[src/rtl/valu_wb_sched.sv]
// valu_wb_sched: writeback-slot scheduler issuing ops to fixed-latency vALU units sharing one writeback port
//   Parameters: REQ_ADDR_WIDTH (dest address width), NUM_UNITS (unit count), LAT_WIDTH (latency field width)
//   Ports: clk; rst (async, active-low); in_valid/in_ready issue handshake with in_unit, in_lat,
//          in_addr, in_w_reg, in_drain; out_issue (one-hot unit strobe), out_addr, out_w_reg;
//          out_wb_expect (writeback due this cycle); out_idle (nothing in flight)
//   Optional: define VALU_WB_SCHED_STATS_EN to add stat_issued / stat_stalled saturating counters
module valu_wb_sched #(
    parameter int REQ_ADDR_WIDTH = 32,
    parameter int NUM_UNITS      = 4,
    parameter int LAT_WIDTH      = 4,
    localparam int UW            = NUM_UNITS > 1 ? $clog2(NUM_UNITS) : 1
) (
    input  logic                      clk,
    input  logic                      rst,
    input  logic                      in_valid,
    output logic                      in_ready,
    input  logic [UW-1:0]             in_unit,
    input  logic [LAT_WIDTH-1:0]      in_lat,
    input  logic [REQ_ADDR_WIDTH-1:0] in_addr,
    input  logic                      in_w_reg,
    input  logic                      in_drain,
    output logic [NUM_UNITS-1:0]      out_issue,
    output logic [REQ_ADDR_WIDTH-1:0] out_addr,
    output logic                      out_w_reg,
    output logic                      out_wb_expect,
    output logic                      out_idle
`ifdef VALU_WB_SCHED_STATS_EN
    ,
    output logic [15:0]               stat_issued,
    output logic [15:0]               stat_stalled
`endif
);
    localparam int MAX_LAT = 2**LAT_WIDTH - 1;
    localparam int RW      = MAX_LAT + 1;
    localparam int CW      = LAT_WIDTH + 1;
    typedef enum logic [1:0] {S_IDLE, S_ACTIVE, S_DRAIN} state_t;
    state_t                    r_state, w_state_nxt;
    logic [RW-1:0]             r_rsv, w_shift, w_rsv_nxt;
    logic [CW-1:0]             r_cnt;
    logic [NUM_UNITS-1:0]      r_issue;
    logic [REQ_ADDR_WIDTH-1:0] r_addr;
    logic                      r_w_reg;
    logic                      w_accept, w_unit_ok;
    // w_shift is the reservation vector as seen after the next edge; a request with
    // latency L lands L cycles after that edge, so its slot is w_shift[L].
    assign w_shift       = r_rsv >> 1;
    assign w_unit_ok     = int'(in_unit) < NUM_UNITS;
    assign in_ready      = r_state == S_ACTIVE && !in_drain && in_lat != '0 && w_unit_ok && !w_shift[in_lat];
    assign w_accept      = in_valid && in_ready;
    assign w_rsv_nxt     = w_shift | (w_accept ? RW'(1) << in_lat : '0);
    assign out_issue     = r_issue;
    assign out_addr      = r_addr;
    assign out_w_reg     = r_w_reg;
    assign out_wb_expect = r_rsv[0];
    assign out_idle      = r_cnt == '0;
    always_comb begin
        w_state_nxt = r_state;
        unique case (r_state)
            S_IDLE:   w_state_nxt = S_ACTIVE;
            S_ACTIVE: w_state_nxt = in_drain ? S_DRAIN : S_ACTIVE;
            S_DRAIN:  w_state_nxt = !in_drain && r_cnt == '0 ? S_ACTIVE : S_DRAIN;
            default:  w_state_nxt = S_IDLE;
        endcase
    end
    always_ff @(posedge clk or negedge rst) begin
        if (!rst) begin
            r_state <= S_IDLE;
            r_rsv   <= '0;
            r_cnt   <= '0;
            r_issue <= '0;
            r_addr  <= '0;
            r_w_reg <= 1'b0;
        end else begin
            r_state <= w_state_nxt;
            r_rsv   <= w_rsv_nxt;
            r_cnt   <= r_cnt + CW'(w_accept) - CW'(r_rsv[0]);
            r_issue <= w_accept ? NUM_UNITS'(1) << in_unit : '0;
            r_addr  <= w_accept ? in_addr : '0;
            r_w_reg <= w_accept && in_w_reg;
        end
    end
`ifdef VALU_WB_SCHED_STATS_EN
    logic [15:0] r_stat_issued, r_stat_stalled;
    assign stat_issued  = r_stat_issued;
    assign stat_stalled = r_stat_stalled;
    always_ff @(posedge clk or negedge rst) begin
        if (!rst) begin
            r_stat_issued  <= '0;
            r_stat_stalled <= '0;
        end else begin
            r_stat_issued  <= r_stat_issued + 16'(w_accept && r_stat_issued != 16'hFFFF);
            r_stat_stalled <= r_stat_stalled + 16'(in_valid && !in_ready && r_stat_stalled != 16'hFFFF);
        end
    end
`endif
endmodule

[config.mk]
export PLATFORM = sky130hd
export DESIGN_NAME = valu_wb_sched
export DESIGN_NICKNAME = d
export VERILOG_FILES = /design/src/rtl/valu_wb_sched.sv
export SDC_FILE = /design/constraint.sdc
export NUM_CORES = 1
export LEC_CHECK = 0
export ABC_AREA = 1
export CORE_UTILIZATION = 42
export DETAILED_ROUTE_END_ITERATION = 12
export PLACE_DENSITY = 0.76
export SYNTH_ARGS = -nofsm -noshare
export SYNTH_HDL_FRONTEND = slang
export SYNTH_SLANG_ARGS = --single-unit
[constraint.sdc]
create_clock -name clk -period 2.3 [get_ports clk]
set_input_delay 0.23 -clock clk [delete_from_list [all_inputs] [get_ports clk]]
set_output_delay 0.23 -clock clk [all_outputs]
set_load 0.05 [all_outputs]
==> summary.md, run 1 <==
| Metric | Value |
|---|---|
| Status | `complete, but fails checks` |
| Failing checks | `negative setup slack` |
| Min-delay worst type | `register to register` |
| Post-Synthesis Cells | `between 200 and 300` |
| Crit path DAT | `between 2000 and 3000 ps` |
| Worst Max-Slew Pin Slew | `658 ps` |
| Area delta synth->final | `50.3%` |
| Clock transition at the registers of the reported paths | `70 ps` |
| Clock Tree Buf Depth | `2` |
| Clock sinks | `60` |
| First drt pass iteration count | `4` |
| Total area of sequential cells | `0.00150 sq mm` |
| Global-route wire length before repair | `10,200 um` |
| Antenna violations before repair | `0` |
| Yosys warnings | `0` |
| DR iter-0 viols | `roughly 100` |
| Fillers | `450` |
| WL/cell | `12.8 um` |
| RSZ-0062 raised after global routing | `yes` |
| Post-synth top area share | `56.8%` |
| Post-synthesis area per instance | `approximately 9.4 sq um` |
| Final setup fails | `2` |
| GR Overflow Total | `0` |
| Io pins | `83` |
| Slew HR | `a little under three fifths` |
| Post-Syn Area | `between 0.002 and 0.003 sq mm` |
| Top area cells in the synthesized netlist | `dfrtp_1 57%, inv_1 9.2%, nor2_1 5.5%` |
| Reg2reg setup slack | `-60 ps` |
| Die Y-Extent | `81.4 um` |
| Die Wd | `81.4 um` |
| GRT Util Overall | `20.8%` |
| Leak | `0.00203 uW` |
| Worst Path Required | `roughly 2600 ps` |
| Multi-input logic area | `~880 sq um` |
| Tot Pwr | `3190 uW` |
| Die area | `around 0.0066 sq mm` |
| Seq/Total Area, Yosys | `56.8%` |
| Final period demand of the worst path | `2370 ps` |
| Total CTS buffers | `9` |
| Standard-cell row count | `28` |
| Core Region | `0.00599 sq mm` |
| Vias in the first global route | `2,172` |
| Initial Util | `44.2%` |
| Commonest non-fill, non-tap cells in the layout | `77 x clkdlybuf4s50_1, 63 x inv_1, 60 x dfrtp_1` |
| # diodes | `0` |
| Via/cell ratio | `4.55` |
| PortBufs | `slightly above 80` |
| Commonest non-fill, non-tap cell in the layout | `clkdlybuf4s50_1` |
| Setup CP Type | `input port to register` |
| Final setup margin | `-69.9 ps` |
| Yosys reg bits | `60` |
| Gpl congestion | `0.876` |
| VDD IR max | `roughly 0.00052 V` |
| Final WL | `~6000 um` |
| Final worst-path cycle share | `103%` |
| Final Skew | `roughly 6.3 ps` |
| CTS tree | `done` |
| CTS root buf | `clkbuf_8` |
| CP max FO | `5` |
| Max-capacitance violation count | `0` |
| Final net count | `roughly 440` |
| Share of layout cells above drive strength 1 | `16.3%` |
| Hold Vio Cnt, Final | `0` |
| Post-DRT Antenna Nets | `0` |
| PwrDens | `803 mW/mm^2` |
| DR vias | `2,126` |
| Post-DP HPWL | `4190 um` |
| Setup crit end kind | `register` |
| Hold_ws | `347 ps` |
| Post-Syn Nets | `332` |
| Clk_lat worst skew | `330 ps` |
| Htree depth | `3` |
| Crit start category | `input port` |
| Maximum clock rate | `422 MHz` |
| Max Slew Vio Count | `0` |
| Yosys top cell by area | `dfrtp_1` |
| Pin count of the biggest net entering global routing | `39` |
| Distinct cells, synth | `29` |
| Max reg flops | `32` |
| Post-route DRC | `0` |
-- routing by layer --
metal  routed length [um]  part of all wire, %  global-route usage (%)
met5                    0                    0                       0
met4                   68                  1.1                    6.96
met3                  523                  8.7                    8.54
met2                 2900                   48                    33.0
met1                 2490                   42                    25.4
-- repair_timing --
item | in CTS | in global routing
endpoints found under the hold margin | 27 | 0
setup buffers | 3 | 2
hold buffers | 1 | 0
resized for setup | 3 | 4
pin swaps | 10 | 9
endpoints found under the setup margin | 2 | 3
-- cell families after synthesis --
family          count (synthesis)  share of synthesized area, %
xor+xnor                        4                          1.32
compound gates                  7                          1.84
flops                          60                          56.8
simple gates                  126                          24.4
fa+ha+maj                       7                          3.60
buf+inv                        78                          12.1
-- where the power goes --
part / internal [uW] / switching, uW / leakage, uW
combinational: 394 / 516 / 0.00110
clock: 639 / 408 / 0.000107
sequential: 1170 / 64.0 / 0.000819
-- worst max-delay path: stages --
cell,delay [ps]
clkdlybuf4s50_1,560
nand2_1,80
nor2_1,130
nor2_2,60
a21oi_4,190
nand3_4,100
ha_4,270
inv_2,40
ha_4,150
fa_2,370
a21oi_2,120
nor2_1,50
nor2_1,130
xor2_1,150
-- area by class of cell --
type | instances | area share, %
repair buffers | 105 | 26.0
inverters | 67 | 6.33
multi-input cells | 144 | 22.1
flip-flops and latches | 60 | 37.8
clock inverters | 4 | 1.83
well taps | 75 | 2.36
clock buffers | 12 | 3.65
-- final timing paths --
kind,start,to,depth (start not counted)
max reg2reg,r_rsv[14]$_DFF_PN0_,r_cnt[4]$_DFF_PN0_,14
min,r_rsv[1]$_DFF_PN0_,r_rsv[0]$_DFF_PN0_,0
min reg2reg,r_rsv[1]$_DFF_PN0_,r_rsv[0]$_DFF_PN0_,0
max in group asynchronous,rst,out_addr[5]$_DFF_PN0_,3
max,in_lat[2],r_cnt[4]$_DFF_PN0_,14
min in group asynchronous,rst,out_issue[3]$_DFF_PN0_,2
-- synth_stat cells --
cell type,n
o21ai_0,2
inv_1,65
xor2_1,4
nand3_1,8
ha_1,6
fa_1,1
nor2_2,1
nand4_1,15
buf_1,1
nand3_2,2
buf_8,1
buf_6,1
nand2_1,32
or2_2,1
nor2_4,10
a21oi_1,3
clkinv_1,1
and2_1,1
nor2_1,39
inv_2,1
a21oi_4,1
dfrtp_1,60
nand2_4,1
o21a_1,1
clkbuf_1,3
buf_2,4
nor4_1,1
nor3_1,15
buf_4,1
-- per-stage QoR --
| step | setup slack [ps] | utilization, % | std cells | cell area (sq um) | TNS (ps) |
|---|---|---|---|---|---|
| global placement | -522 | 61.4 | 445 | 3680 | -1290 |
| floorplan | -91.1 | - | 282 | 2710 | -91.1 |
| CTS | -29.2 | 65.8 | 465 | 3940 | -29.2 |
| global route | -274 | 66.4 | 467 | 3980 | -455 |
| detailed placement | -607 | 61.4 | 445 | 3680 | -1510 |
| finish | -69.9 | 66.4 | 467 | 3980 | -122 |
No activity file was read; power rests on OpenSTA's default activity.
==> run 2, diff against run 1 <==
--- a/config.mk
+++ b/config.mk
@@ -6,9 +6,9 @@
 export NUM_CORES = 1
 export LEC_CHECK = 0
 export ABC_AREA = 1
-export CORE_UTILIZATION = 42
+export CORE_UTILIZATION = 50
 export DETAILED_ROUTE_END_ITERATION = 12
-export PLACE_DENSITY = 0.76
+export PLACE_DENSITY = 0.85
 export SYNTH_ARGS = -nofsm -noshare
 export SYNTH_HDL_FRONTEND = slang
 export SYNTH_SLANG_ARGS = --single-unit
==> constraint.sdc (replaced) <==
create_clock -name clk -period 3.1 [get_ports clk]
set_input_delay 0.31 -clock clk [delete_from_list [all_inputs] [get_ports clk]]
set_output_delay 0.31 -clock clk [all_outputs]
set_load 0.005 [all_outputs]
==> run 2 against run 1 <==
The run now ends clean. Clock power down 41%. Final cell count shrank 3.9%. Utilization grew 6.8 points. Sequential share of layout area grew 2.4 points. Power shrank 36%. Flip-flop and latch count unchanged. Count of clock-buffer cells in the layout unchanged. Critical path depth rose by 2. Global-route usage rose by 1.0 points. Sequential power decreased by 26%. Via count down 2.0%. First-iteration DRC count is 9.6% lower. Critical endpoint unchanged.
==> summary.md, run 2 (synthesized netlist as in run 1, its figures left out) <==
| Metric | Value |
|---|---|
| Status | `complete, no violations (was complete, but fails checks)` |
| Crit-path slowest cell | `clkdlybuf4s50_1 (unchanged)` |
| Hold_buf cts | `1 (unchanged)` |
| Util after Layout | `73.2% (was 66.4%)` |
| Hold depth | `0 (unchanged)` |
| PwrDens | `546 mW/mm^2 (was 803 mW/mm^2)` |
| Die area | `0.00558 sq mm (was 0.00662 sq mm)` |
| R2R Path End | `r_cnt[4]$_DFF_PN0_ (unchanged)` |
| Core Region | `0.00511 sq mm (was 0.00599 sq mm)` |
| WL/cell | `12.4 um (was 12.8 um)` |
| CTS tree | `done (unchanged)` |
| Post_cts resized | `0 (was 3)` |
| Max Slew Vio Count | `0 (unchanged)` |
| Worst Path Required | `3350 ps (was 2560 ps)` |
| Setup crit end kind | `register (unchanged)` |
| Max reg flops | `32 (unchanged)` |
| PortBufs | `82 (unchanged)` |
| Antenna violations before repair | `0 (unchanged)` |
| Clk_lat worst skew | `330 ps (about the same)` |
| Total CTS buffers | `9 (unchanged)` |
| Clock transition at the registers of the reported paths | `70 ps (about the same)` |
| Crit path DAT | `3030 ps (was 2630 ps)` |
| Final worst-path cycle share | `89.8%` |
| Hold Path End | `r_rsv[0]$_DFF_PN0_ (unchanged)` |
| Final WL | `5550 um (was 5990 um)` |
| Leak | `0.00192 uW (was 0.00203 uW)` |
| # diodes | `0 (unchanged)` |
| GRT Util Overall | `21.8% (was 20.8%)` |
| Crit start category | `input port (unchanged)` |
| Min-delay worst type | `register to register (unchanged)` |
| Vias in the first global route | `1,965 (was 2,172)` |
| Max-capacitance violation count | `0 (unchanged)` |
| Maximum clock rate | `359 MHz` |
| Post-DP HPWL | `4070 um (was 4190 um)` |
| Post-route DRC | `0 (unchanged)` |
| Share of layout cells above drive strength 1 | `11.1% (was 16.3%)` |
| Worst Max-Slew Pin Slew | `583 ps (was 658 ps)` |
| Die Wd | `74.7 um (was 81.4 um)` |
| Initial Util | `51.8% (was 44.2%)` |
| Slew HR | `61.1% (was 56.1%)` |
| Gpl congestion | `0.974 (was 0.876)` |
| Reg2reg path depth | `14 (unchanged)` |
| Hold Vio Cnt, Final | `0 (unchanged)` |
| Commonest non-fill, non-tap cells in the layout | `81 x clkdlybuf4s50_1, 65 x inv_1, 60 x dfrtp_1 (was 77 x clkdlybuf4s50_1, 63 x inv_1, 60 x dfrtp_1)` |
| Final period demand of the worst path | `2780 ps` |
| VDD IR max | `0.000340 V (was 0.000516 V)` |
| Setup TNS | `0 ps (was -122 ps)` |
| Pin count of the biggest net entering global routing | `39 (unchanged)` |
| CP peak stage delay | `600 ps (was 560 ps)` |
| DR vias | `2,084 (was 2,126)` |
| Die Y-Extent | `74.7 um (was 81.4 um)` |
| Global-route wire length before repair | `8660 um (was 10,200 um)` |
| Crit path top cell by count | `nor2_1 (unchanged)` |
| Htree depth | `3 (unchanged)` |
| Setup CP Type | `input port to register (unchanged)` |
| Final Skew | `10.6 ps (was 6.27 ps)` |
| Placed Area | `0.00355 sq mm (was 0.00368 sq mm)` |
| HP Start | `r_rsv[1]$_DFF_PN0_ (unchanged)` |
| FF-to-FF Start | `r_rsv[10]$_DFF_PN0_ (was r_rsv[14]$_DFF_PN0_)` |
| CTS root buf | `clkbuf_8 (unchanged)` |
| Io pins | `83 (unchanged)` |
| CP max FO | `6 (was 5)` |
| Setup Buffers After CTS | `0 (was 3)` |
| First drt pass iteration count | `6 (was 4)` |
| DR iter-0 viols | `94 (was 104)` |
| Standard-cell row count | `26 (was 28)` |
| GR Overflow Total | `0 (unchanged)` |
| Clock sinks | `60 (unchanged)` |
| RSZ-0062 raised after global routing | `no (was yes)` |
| Post-DRT Antenna Nets | `0 (unchanged)` |
| Final net count | `424 (was 437)` |
| Final setup fails | `0 (was 2)` |
| Clock Tree Buf Depth | `2 (unchanged)` |
| Design area | `0.00374 sq mm (was 0.00398 sq mm)` |
| Reg2reg setup slack | `630 ps (was -60 ps)` |
| Commonest non-fill, non-tap cell in the layout | `clkdlybuf4s50_1 (unchanged)` |
| Critical path, cell by cell | `clkdlybuf4s50_1 > inv_2 > nand2_4 > nor2_1 > nor2_1 > nand2_1 > a21oi_4 > nand3_2 > ha_1 > inv_1 > ha_1 > fa_1 > a21oi_1 > nor2_1 > nor2_1 > xor2_1 (was clkdlybuf4s50_1 > nand2_1 > nor2_1 > nor2_2 > a21oi_4 > nand3_4 > ha_4 > inv_2 > ha_4 > fa_2 > a21oi_2 > nor2_1 > nor2_1 > xor2_1)` |
| Via/cell ratio | `4.64 (was 4.55)` |
| Area delta synth->final | `41.2% (was 50.3%)` |
==> run 2: worst max-delay path: cells and delay by family <==
kind | cells | cell delay (ps)
adders and majority gates | 3 | 870
buffers and inverters | 3 | 750
and+or+nand+nor | 7 | 570
AOI/OAI and AO/OA | 2 | 330
xor gates and xnor gates | 1 | 190
==> run 2: worst max path at each step <==
stage	from	to	slack, ps	cells after the start
6_report	in_lat[0]	r_cnt[4]$_DFF_PN0_	320	16
5_1_grt	in_lat[0]	r_cnt[4]$_DFF_PN0_	80	16
4_1_cts	in_lat[0]	r_cnt[4]$_DFF_PN0_	330	16
3_5_place_dp	in_lat[0]	r_cnt[4]$_DFF_PN0_	-8	16
3_3_place_gp	in_lat[0]	r_cnt[4]$_DFF_PN0_	150	16
2_1_floorplan	in_lat[1]	r_cnt[4]$_DFF_PN0_	480	18
==> run 2: metrics by stage <==
| step | hold slack (ps) | worst slack (ps) | std cells | power [uW] |
|---|---|---|---|---|
| 5_1_grt | 369 | 81.9 | 449 | 2180 |
| 3_3_place_gp | 329 | 149 | 432 | 1410 |
| 3_5_place_dp | 334 | -8.39 | 432 | 1440 |
| 4_1_cts | 353 | 333 | 449 | 2060 |
| 6_report | 354 | 316 | 449 | 2040 |
| 2_1_floorplan | 14.4 | 479 | 282 | 1230 |
==> run 2: cell type report <==
type	count	area [sq um]
inverter	67	251
multi-input combinational	144	823
tap	70	87.6
clock buffer	12	155
sequential	60	1500
timing repair buffer	92	893
fill	397	1370
clock inverter	4	23.8
==> run 2: routing by layer <==
| layer | track usage, % | vias to the layer above | wire (um) |
|---|---|---|---|
| li1 | - | 1029 | - |
| met1 | 24.5 | 967 | 2270 |
| met2 | 35.1 | 76 | 2760 |
| met3 | 8.70 | 12 | 408 |
| met4 | 12.6 | 0 | 109 |
| met5 | 0 | - | 0 |
==> run 2: power breakdown <==
part | internal [uW] | leakage (uW) | total, uW | switching (uW)
Clock | 331 | 0.0000961 | 620 | 289
Sequential | 871 | 0.000819 | 914 | 43.0
Combinational | 238 | 0.00100 | 508 | 270
Total | 1440 | 0.00192 | 2040 | 602
==> run 3, diff against run 2 <==
--- a/config.mk
+++ b/config.mk
@@ -6,9 +6,11 @@
 export NUM_CORES = 1
 export LEC_CHECK = 0
 export ABC_AREA = 1
+export CAP_MARGIN = 15
 export CORE_UTILIZATION = 50
 export DETAILED_ROUTE_END_ITERATION = 12
-export PLACE_DENSITY = 0.85
+export PLACE_DENSITY = 0.94
+export SKIP_CTS_REPAIR_TIMING = 1
 export SYNTH_ARGS = -nofsm -noshare
 export SYNTH_HDL_FRONTEND = slang
 export SYNTH_SLANG_ARGS = --single-unit
==> run 3 against run 2 <==
The flow now finishes with violations (negative hold slack). Critical path depth unchanged. Worst setup slack better by 23 ps. Design area up 0.60%. Sequential power about the same. Combinational power down 1%. Hold slack worse by 380 ps. Via count about the same. Maximum frequency up 0.85%. Non-clock buffer count down 1. Highest routed layer unchanged.
==> summary.md, run 3 (synthesized netlist as in run 1, its figures left out) <==
| Metric | Value |
|---|---|
| Status | `complete, but fails checks (was complete, no violations)` |
| Failing checks | `negative hold slack` |
| Setup crit end kind | `register (unchanged)` |
| Total CTS buffers | `9 (unchanged)` |
| Commonest non-fill, non-tap cell in the layout | `clkdlybuf4s50_1 (unchanged)` |
| Worst Path Required | `3340 ps (was 3350 ps)` |
| Crit path DAT | `3000 ps (was 3030 ps)` |
| Max reg flops | `32 (unchanged)` |
| Clock Tree Buf Depth | `2 (unchanged)` |
| Max Slew Vio Count | `0 (unchanged)` |
| Die Wd | `74.7 um (unchanged)` |
| Area delta synth->final | `42.1% (was 41.2%)` |
| Worst Max-Slew Pin Slew | `591 ps (was 583 ps)` |
| Standard-cell row count | `26 (unchanged)` |
| Fillers | `361 (was 397)` |
| Clock share of power | `33.4% (was 30.3%)` |
| Gpl congestion | `0.946 (was 0.974)` |
| Leak | `0.00193 uW (was 0.00192 uW)` |
| RSZ-0062 raised after global routing | `no (unchanged)` |
| Cells after DPL | `432 (unchanged)` |
| Clk_lat worst skew | `320 ps (was 330 ps)` |
| Core Region | `0.00511 sq mm (unchanged)` |
| Final worst-path cycle share | `89.0% (was 89.8%)` |
| Post-route DRC | `0 (unchanged)` |
| Hold_ws | `-24.9 ps (was 354 ps)` |
| Vias in the first global route | `2,066 (was 1,965)` |
| Switching Share | `28.4% (was 29.5%)` |
| PwrDens | `566 mW/mm^2 (was 546 mW/mm^2)` |
| Final setup fails | `0 (unchanged)` |
| Die area | `0.00558 sq mm (unchanged)` |
| Share of layout cells above drive strength 1 | `11.4% (was 11.1%)` |
| Global-route met1 utilization | `25.7% (was 24.5%)` |
| PortBufs | `82 (unchanged)` |
| Combinational Power Share | `23.6% (was 24.9%)` |
| CTS root buf | `clkbuf_8 (unchanged)` |
| Pin count of the biggest net entering global routing | `39 (unchanged)` |
| Part of the power in registers | `43.0% (was 44.8%)` |
| Commonest non-fill, non-tap cells in the layout | `81 x clkdlybuf4s50_1, 65 x inv_1, 60 x dfrtp_1 (unchanged)` |
| Slew HR | `60.6% (was 61.1%)` |
| Tot Pwr | `2130 uW (was 2040 uW)` |
| DR vias | `2,082 (was 2,084)` |
| WL/cell | `12.9 um (was 12.4 um)` |
| NetSw | `604 uW (was 602 uW)` |
| Met3 Usage GRT | `6.83% (was 8.70%)` |
| Maximum clock rate | `362 MHz (was 359 MHz)` |
| Crit start category | `input port (unchanged)` |
| GR Overflow Total | `0 (unchanged)` |
| Max-capacitance violation count | `0 (unchanged)` |
| Io pins | `83 (unchanged)` |
| Die Y-Extent | `74.7 um (unchanged)` |
| Gr busiest metal | `met2 (unchanged)` |
| Final WL | `5800 um (was 5550 um)` |
| Final Skew | `10.0 ps (was 10.6 ps)` |
| Post-DP HPWL | `4270 um (was 4070 um)` |
| GRT Util Overall | `22.7% (was 21.8%)` |
| DR iter-0 viols | `105 (was 94)` |
| Setup TNS | `0 ps (unchanged)` |
| CTS tree | `done (unchanged)` |
| Met2 GRT Util | `40.0% (was 35.1%)` |
| # diodes | `0 (unchanged)` |
| CP max FO | `6 (unchanged)` |
| Clock sinks | `60 (unchanged)` |
| Antenna violations before repair | `0 (unchanged)` |
| Clock transition at the registers of the reported paths | `60 ps (was 70 ps)` |
| Final net count | `423 (was 424)` |
| First drt pass iteration count | `4 (was 6)` |
| Htree depth | `3 (unchanged)` |
| VDD IR max | `0.000401 V (was 0.000340 V)` |
| Pint | `1530 uW (was 1440 uW)` |
| Min-delay worst type | `input port to async pin (was register to register)` |
| Reg2reg setup slack | `650 ps (was 630 ps)` |
| Non-Filler Instances | `448 (was 449)` |
| Final period demand of the worst path | `2760 ps (was 2780 ps)` |
| Post-DRT Antenna Nets | `0 (unchanged)` |
| Setup CP Type | `input port to register (unchanged)` |
| Hold Vio Cnt, Final | `25 (was 0)` |
| Via/cell ratio | `4.65 (was 4.64)` |
| Global-route wire length before repair | `9140 um (was 8660 um)` |
| Initial Util | `51.8% (unchanged)` |
==> run 3: changes by cell type in the layout (fill, tap and decap cells not counted), sizes merged <==
| cell | change |
|---|---|
| bufinv | +1 |
| clkbuf | -1 |
| clkinv | -1 |
| clkinvlp | +1 |
| dlygate4sd3 | -1 |
==> run 3: final cells by class <==
| class | instances | area, sq um | area share [%] |
|---|---|---|---|
| clock buffers | 11 | 151 | 4.03 |
| clock inverters | 5 | 60.1 | 1.60 |
| inverters | 67 | 251 | 6.69 |
| multi-input cells | 144 | 823 | 21.9 |
| flip-flops and latches | 60 | 1500 | 39.9 |
| well taps | 70 | 87.6 | 2.33 |
| repair buffers | 91 | 883 | 23.5 |
==> run 3: power by group through the flow <==
| stage | Clock, uW | Combinational (uW) | Sequential (uW) |
|---|---|---|---|
| finish | 711 | 502 | 916 |
| global placement | 0 | 483 | 924 |
| global route | 765 | 568 | 924 |
| CTS | 726 | 508 | 917 |
| floorplan | 0 | 310 | 921 |
| detailed placement | 0 | 504 | 931 |
==> run 3: routing by layer <==
| layer | share of wire [%] | routed length (um) |
|---|---|---|
| met2 | 53 | 3050 |
| met1 | 39 | 2280 |
| met3 | 6.3 | 364 |
| met4 | 1.8 | 107 |
| met5 | 0 | 0 |
==> run 3: final timing paths <==
path / start / end / cells after the start
worst max-delay path: in_lat[0] / r_cnt[4]$_DFF_PN0_ / 16
worst min-delay path: rst / r_rsv[10]$_DFF_PN0_ / 1
worst max register to register: r_rsv[10]$_DFF_PN0_ / r_cnt[4]$_DFF_PN0_ / 14
worst min register to register: r_rsv[1]$_DFF_PN0_ / r_rsv[0]$_DFF_PN0_ / 0
max in group asynchronous: rst / out_addr[10]$_DFF_PN0_ / 2
min in group clk: r_rsv[1]$_DFF_PN0_ / r_rsv[0]$_DFF_PN0_ / 0
==> run 3: through the flow <==
step                      instance area (sq um)  util, %  setup WS [ps]
after global placement                     3550     69.5            130
after detailed placement                   3550     69.5           31.5
after CTS                                  3760     73.6            340
after floorplan                            2650        -            479
final                                      3760     73.6            340
after global routing                       3760     73.6            139
==> run 3: critical path, stage by stage <==
cell and delay (ps):
clkdlybuf4s50_1 600, inv_2 100, nand2_4 100, nor2_1 50
nor2_1 90, nand2_1 90, a21oi_4 170, nand3_2 80
ha_1 270, inv_1 40, ha_1 190, fa_1 420
a21oi_1 170, nor2_1 50, nor2_1 120, xor2_1 150
